<file path="config.mk">
export PLATFORM = sky130hd
export DESIGN_NAME = scs8hd_edfxpipe
export DESIGN_NICKNAME = d
export VERILOG_FILES = /design/src/rtl/scs8hd_edfxpipe_pkg.sv /design/src/rtl/scs8hd_edfxpipe_stage.sv /design/src/rtl/scs8hd_edfxpipe.sv
export SDC_FILE = /design/constraint.sdc
export NUM_CORES = 1
export LEC_CHECK = 0
export BUFFER_PORTS_ARGS = -buffer_cell sky130_fd_sc_hd__buf_2
export CAP_MARGIN = 5
export CELL_PAD_IN_SITES_DETAIL_PLACEMENT = 0
export CELL_PAD_IN_SITES_GLOBAL_PLACEMENT = 2
export CORE_ASPECT_RATIO = 1.25
export CORE_MARGIN = 5
export CORE_UTILIZATION = 37
export DETAILED_ROUTE_END_ITERATION = 12
export GPL_TIMING_DRIVEN = 0
export PLACE_DENSITY_LB_ADDON = 0.1
export SLEW_MARGIN = 20
export SYNTH_ARGS = -nofsm -noshare
export SYNTH_HDL_FRONTEND = slang
export SYNTH_SLANG_ARGS = --single-unit
</file>
<file path="constraint.sdc">
create_clock -name CLK -period 2.7 [get_ports CLK]
set_clock_uncertainty 0.2 [all_clocks]
set_input_delay 0.27 -clock CLK [delete_from_list [all_inputs] [get_ports CLK]]
set_output_delay 0.27 -clock CLK [all_outputs]
set_load 0.02 [all_outputs]
</file>
<file path="src/rtl/scs8hd_edfxpipe_pkg.sv">
// Shared constants and helpers for the scs8hd_edfxpipe enable/valid pipeline.
// Default and legal-range limits for WIDTH/DEPTH, plus the OCC width function.
package scs8hd_edfxpipe_pkg;

    localparam int WIDTH_DEFAULT = 8;
    localparam int DEPTH_DEFAULT = 4;

    localparam int WIDTH_MIN = 1;
    localparam int WIDTH_MAX = 64;
    localparam int DEPTH_MIN = 1;
    localparam int DEPTH_MAX = 16;

    // OCC must count 0..DEPTH inclusive, hence DEPTH+1 states.
    function automatic int occ_width(input int depth);
        return (depth < 1) ? 1 : $clog2(depth + 1);
    endfunction

endpackage

</file>
<file path="src/rtl/scs8hd_edfxpipe_stage.sv">
// One pipeline stage: enable register with valid bit, async active-low reset, sync clear.
// Carries an even-parity bit when SCS8HD_EDFXPIPE_PARITY_EN is defined.
module scs8hd_edfxpipe_stage
    import scs8hd_edfxpipe_pkg::*;
#(
    parameter int WIDTH = WIDTH_DEFAULT
) (
    input  logic             CLK,
    input  logic             RESET_B,
    input  logic             en,
    input  logic             clr,
    input  logic [WIDTH-1:0] d,
    input  logic             dv,
`ifdef SCS8HD_EDFXPIPE_PARITY_EN
    input  logic             dp,
    output logic             qp,
`endif
    output logic [WIDTH-1:0] q,
    output logic             qv
);

    // NOTE: sequential state uses <= so every stage samples its neighbour's old value on the same edge.
    always_ff @(posedge CLK or negedge RESET_B) begin
        // NOTE: data bits are reset along with valid so Q reads 0, not stale data, after reset.
        if (!RESET_B) begin
            q  <= '0;
            qv <= 1'b0;
`ifdef SCS8HD_EDFXPIPE_PARITY_EN
            qp <= 1'b0;
`endif
        end else if (clr) begin
            q  <= '0;
            qv <= 1'b0;
`ifdef SCS8HD_EDFXPIPE_PARITY_EN
            qp <= 1'b0;
`endif
        end else if (en) begin
            q  <= d;
            qv <= dv;
`ifdef SCS8HD_EDFXPIPE_PARITY_EN
            qp <= dp;
`endif
        end
    end

endmodule

</file>
<file path="src/rtl/scs8hd_edfxpipe.sv">
// DEPTH-stage enable/valid data pipeline with occupancy count and synchronous flush.
// Optional per-stage even parity and QP output under macro SCS8HD_EDFXPIPE_PARITY_EN.
module scs8hd_edfxpipe
    import scs8hd_edfxpipe_pkg::*;
#(
    parameter int WIDTH = WIDTH_DEFAULT,
    parameter int DEPTH = DEPTH_DEFAULT
) (
    input  logic                        CLK,
    input  logic                        RESET_B,
    input  logic [WIDTH-1:0]            D,
    input  logic                        DV,
    input  logic                        DE,
    input  logic                        CLR,
`ifdef SCS8HD_EDFXPIPE_PARITY_EN
    output logic                        QP,
`endif
    output logic [WIDTH-1:0]            Q,
    output logic                        QV,
    output logic [occ_width(DEPTH)-1:0] OCC
);

    localparam int OW = occ_width(DEPTH);

    if (WIDTH < WIDTH_MIN || WIDTH > WIDTH_MAX) begin : g_bad_width
        $error("scs8hd_edfxpipe: WIDTH %0d outside %0d..%0d", WIDTH, WIDTH_MIN, WIDTH_MAX);
    end
    if (DEPTH < DEPTH_MIN || DEPTH > DEPTH_MAX) begin : g_bad_depth
        $error("scs8hd_edfxpipe: DEPTH %0d outside %0d..%0d", DEPTH, DEPTH_MIN, DEPTH_MAX);
    end

    logic [WIDTH-1:0] stg_q [DEPTH];
    logic             stg_v [DEPTH];
`ifdef SCS8HD_EDFXPIPE_PARITY_EN
    logic             stg_p [DEPTH];
`endif

    for (genvar k = 0; k < DEPTH; k++) begin : g_stage
        logic [WIDTH-1:0] d_in;
        logic             v_in;
`ifdef SCS8HD_EDFXPIPE_PARITY_EN
        logic             p_in;
`endif

        if (k == 0) begin : g_head
            assign d_in = D;
            assign v_in = DV;
`ifdef SCS8HD_EDFXPIPE_PARITY_EN
            assign p_in = ^D;
`endif
        end else begin : g_body
            assign d_in = stg_q[k-1];
            assign v_in = stg_v[k-1];
`ifdef SCS8HD_EDFXPIPE_PARITY_EN
            assign p_in = stg_p[k-1];
`endif
        end

        scs8hd_edfxpipe_stage #(
            .WIDTH (WIDTH)
        ) u_stage (
            .CLK     (CLK),
            .RESET_B (RESET_B),
            .en      (DE),
            .clr     (CLR),
            .d       (d_in),
            .dv      (v_in),
`ifdef SCS8HD_EDFXPIPE_PARITY_EN
            .dp      (p_in),
            .qp      (stg_p[k]),
`endif
            .q       (stg_q[k]),
            .qv      (stg_v[k])
        );
    end

    assign Q  = stg_q[DEPTH-1];
    assign QV = stg_v[DEPTH-1];
`ifdef SCS8HD_EDFXPIPE_PARITY_EN
    assign QP = stg_p[DEPTH-1];
`endif

    // Entry in, exit out: a full pipe with DV=1 nets to zero change, so no saturation is needed.
    always_ff @(posedge CLK or negedge RESET_B) begin
        if (!RESET_B) begin
            OCC <= '0;
        end else if (CLR) begin
            OCC <= '0;
        end else if (DE) begin
            OCC <= OCC + OW'(DV) - OW'(QV);
        end
    end

endmodule
</file>
==> results.md <==
- The post-cts resize count is 0.
- The die area is 6010 um^2.
- The maximum number of pins on one net before global-route repair is 40.
- The average via count per standard cell is 4.69.
- The met1 layer usage reported by global route is 14.1%.
- The area occupied by multi-input gates is 604 um^2.
- The antenna diode instance count is 0.
- The number of setup buffers added after CTS is 0.
- The final worst-path setup slack is 603 ps.
- The number of top-level design ports is 25.
- The fraction of the yosys area taken by sequential cells is 57.9%.
- The total wire length after detailed routing is 3.24 mm.
- The tightest min-delay check is of the input port to flop type.
- The switching component of the power is 270 uW.
- Max-cap violations in this run came to 0.
- The remaining antenna violation count after routing is 0.
- The largest voltage drop on the vdd net is 308 uV.
- The power share of the combinational group is 10.2%.
- The core region is 4430 um^2.
- The overall via count from detail_route is 1,059.
- For the pin with the worst max-slew slack, the measured transition is 856 ps.
- The setup violation total in the final timing report is 0.
- The die boundary height is 85.5 um.
- Of the total power, the share spent switching nets is 24.6%.
- The clock-pin slew on the worst setup and hold paths is 80 ps.
- Synthesis produced a netlist whose cell count is 136.
- The root cell of the clock tree is sky130_fd_sc_hd__clkbuf_8.
- The design internal power is 830 uW.
- The initial antenna violation count came to 0.
- The design area is 1970 um^2.
- The count of TritonRoute iterations in the first routing pass is 4.
- The number of hold violations in the final report was 0.
- Input and output buffers added on the ports amount to 23.
- The post-route clock period utilization is 77.7%.
- Setup repair after global routing left no endpoint under its margin.
- Global routing used 4.98% of the available met3 tracks.
- The number of CTS-inserted buffers is 5.
- The HPWL after detailed placement is 2.25 mm.
- During synthesis, Yosys emitted a total of 0 warnings.
- The number of different library cells used by synthesis comes to 14.
- Tracing the worst setup path back leads to its startpoint at g_stage[3].u_stage.qv$_DFFE_PN0P_.
- For met2 alone, demand over resource in global routing was 19.3%.
- The final layout contains 183 nets.
- The power density of the placed cells is 559 nW/um^2.
- The worst hold path begins at D[4].
- The area share of the leading cell type in the synthesized netlist is 57.9%.
- The via count of the first global-routing pass came to 1,102.
- The TritonCTS clock tree is done.
- The number of fill cells is 425.
- Summed over all failing endpoints, the final setup total negative slack is 0 ps.
- In this run the worst path has a maximum fanout of 3.
- The per-cell routed wire length is 14.3 um.
- The worst-case setup slack after placement is 594 ps.
- The maximum clock frequency is 477 MHz.
- Routability-driven placement finished with a final weighted congestion of 0.666.
- The fraction of power consumed by sequential logic is 55.7%.
- The total placed cells including tap cells is 217.
- The number of H-tree levels is 2.
- Per report_power, the clock group accounts for 34.1% of the total.
- The cell area after synthesis is 1690 um^2.
- The post-route netlist has 23.2% of its cells at a drive strength greater than 1.
- STA puts the critical path data required time at 2680 ps.
- The kind of start point of the critical path is a flop.
- The flow ran to the end, and the final reports show no timing, DRC or antenna violations.
- The biggest area consumer among synthesized cells is sky130_fd_sc_hd__dfrtp_1.
- Data arrives at the worst endpoint at 2080 ps.
- The number of max-slew violations in the final report is 0.
- The worst pin sits at a relative slew slack of 42.9%.
- The critical path class is flop to flop.
- Once placement finished, the instance area stood at 1870 um^2.
- The synthesized design contains 39 register bits.
- In this run the mean area of a mapped cell was 12.4 um^2.
- The floorplan has 27 rows.
- The worst register-to-register path begins at g_stage[3].u_stage.qv$_DFFE_PN0P_.
- The clock reaches the later pin of the worst-skew pair after 290 ps.
- The starting density of the core is 38.1%.
- By area the synthesized netlist is led by sky130_fd_sc_hd__dfrtp_1 58%, sky130_fd_sc_hd__mux2i_1 23%, sky130_fd_sc_hd__nor2_1 8.7%, sky130_fd_sc_hd__buf_8 3.6%, sky130_fd_sc_hd__ha_1 1.5%.
- The sequential standard cell area is 976 um^2.
- The residual DRC count is 0.
- The first-iteration detailed-routing DRC count is 37.
- Global routing used 11.9% of the available tracks across all layers.
- The final critical path time including I/O delays and setup is 2100 ps.
- The most used routing layer is met2.
- The sink count of the clock tree is 39.
- The area growth from synthesis to layout is 16.8%.
- The largest buffer count on any clock path is 2.
- For this design the static power due to leakage is 0.00108 uW.
- The number of nets produced by synthesis is 152.
- Leaving out filler cells and counting taps, the final layout contains 226.
- The worst setup path is captured at a flop.
- The first-pass GRT wire length is 5.42 mm.
- The total grt overflow is 0.
- The worst slack on hold paths is 20.0 ps.
- From left edge to right edge, the die measures 70.4 um.
## sequential cells by signal, summed over array words and instances (netlist names)
| name | flops |
|---|---|
| g_stage.u_stage.qv | 4 |
| OCC | 3 |
| g_stage.u_stage.q | 32 |
## synth_stat cells, drive strengths merged
cell type and instances:
a21oi 1, a31o 1, buf 8, clkbuf 1, dfrtp 39, fa 1
ha 2, inv 4, mux2i 38, nand2b 1, nor2 39, xor2 1
## layer usage
metal  vias to the layer above  part of all wire (%)
met4                         0                  0.68
met3                         2                   5.5
met1                       525                    45
met2                        25                    48
li1                        507                     -
met5                         -                     0
## path summary, 6_finish.rpt
path,cells past startpoint,endpoint,slack (ps)
setup / recovery,8,OCC[2]$_DFFE_PN0P_,600
hold / removal,3,g_stage[0].u_stage.q[4]$_DFFE_PN0P_,20
setup reg to reg,8,OCC[2]$_DFFE_PN0P_,600
hold reg to reg,2,g_stage[3].u_stage.q[0]$_DFFE_PN0P_,320
max in group asynchronous,2,OCC[1]$_DFFE_PN0P_,1330
min in group asynchronous,2,g_stage[3].u_stage.q[6]$_DFFE_PN0P_,430
## logic make-up (layout without fill, tap and decap cells)
logic type,count (synthesis),after routing,share of synthesized area [%]
compound gates,2,2,1.04
xor+xnor,1,1,0.520
fa+ha+maj,3,3,2.67
buf+inv,13,45,6.24
flops,39,39,57.9
mux,38,38,22.6
simple gates,40,40,9.06
## cells in the final DEF, fill, tap and decap left out
cell                            count
sky130_fd_sc_hd__buf_8              4
sky130_fd_sc_hd__clkinvlp_4         1
sky130_fd_sc_hd__mux2i_1           38
sky130_fd_sc_hd__dfrtp_1           39
sky130_fd_sc_hd__clkbuf_8           5
sky130_fd_sc_hd__buf_6              1
sky130_fd_sc_hd__ha_1               2
sky130_fd_sc_hd__clkbuf_1           2
sky130_fd_sc_hd__dlygate4sd3_1      1
sky130_fd_sc_hd__a21oi_2            1
sky130_fd_sc_hd__nand2b_1           1
sky130_fd_sc_hd__fa_1               1
sky130_fd_sc_hd__xor2_1             1
sky130_fd_sc_hd__clkinv_2           1
sky130_fd_sc_hd__inv_1              4
sky130_fd_sc_hd__nor2_1            39
sky130_fd_sc_hd__buf_2             26
sky130_fd_sc_hd__a31o_1             1
## metrics by stage
stage | util [%] | power [uW]
2_1_floorplan | - | 696
3_3_place_gp | 42.3 | 735
3_5_place_dp | 42.3 | 740
4_1_cts | 44.5 | 1120
5_1_grt | 44.5 | 1160
6_report | 44.5 | 1100
## area by class of cell
cell class                 count  share of cell area [%]
tap                           58                    3.69
clock inverter                 2                   0.636
multi-input combinational     84                    30.7
sequential                    39                    49.6
buffer                         9                    4.58
timing repair buffer          24                    6.36
clock buffer                   6                    3.69
inverter                       4                   0.763
## critical path: stages, from the launching register on
cell and delay [ps]:
sky130_fd_sc_hd__dfrtp_1 400, sky130_fd_sc_hd__ha_1 300, sky130_fd_sc_hd__inv_1 60, sky130_fd_sc_hd__ha_1 120
sky130_fd_sc_hd__inv_1 50, sky130_fd_sc_hd__fa_1 380, sky130_fd_sc_hd__xor2_1 230, sky130_fd_sc_hd__a21oi_2 90
sky130_fd_sc_hd__a31o_1 180
## repair_timing
item | 4_1_cts | 5_1_grt
endpoints found under the hold margin | 39 | 0
hold buffers | 1 | 0
setup endpoints to repair | 0 | 0
## power groups by stage
stage                     clock network (uW)  registers, uW  logic [uW]
final                                    376            613         112
after global routing                     419            615         127
after CTS                                392            613         117
after detailed placement                   0            624         115
after global placement                     0            623         112
after floorplan                            0            626        70.1
Note: power is estimated with default switching activity, not from simulation.
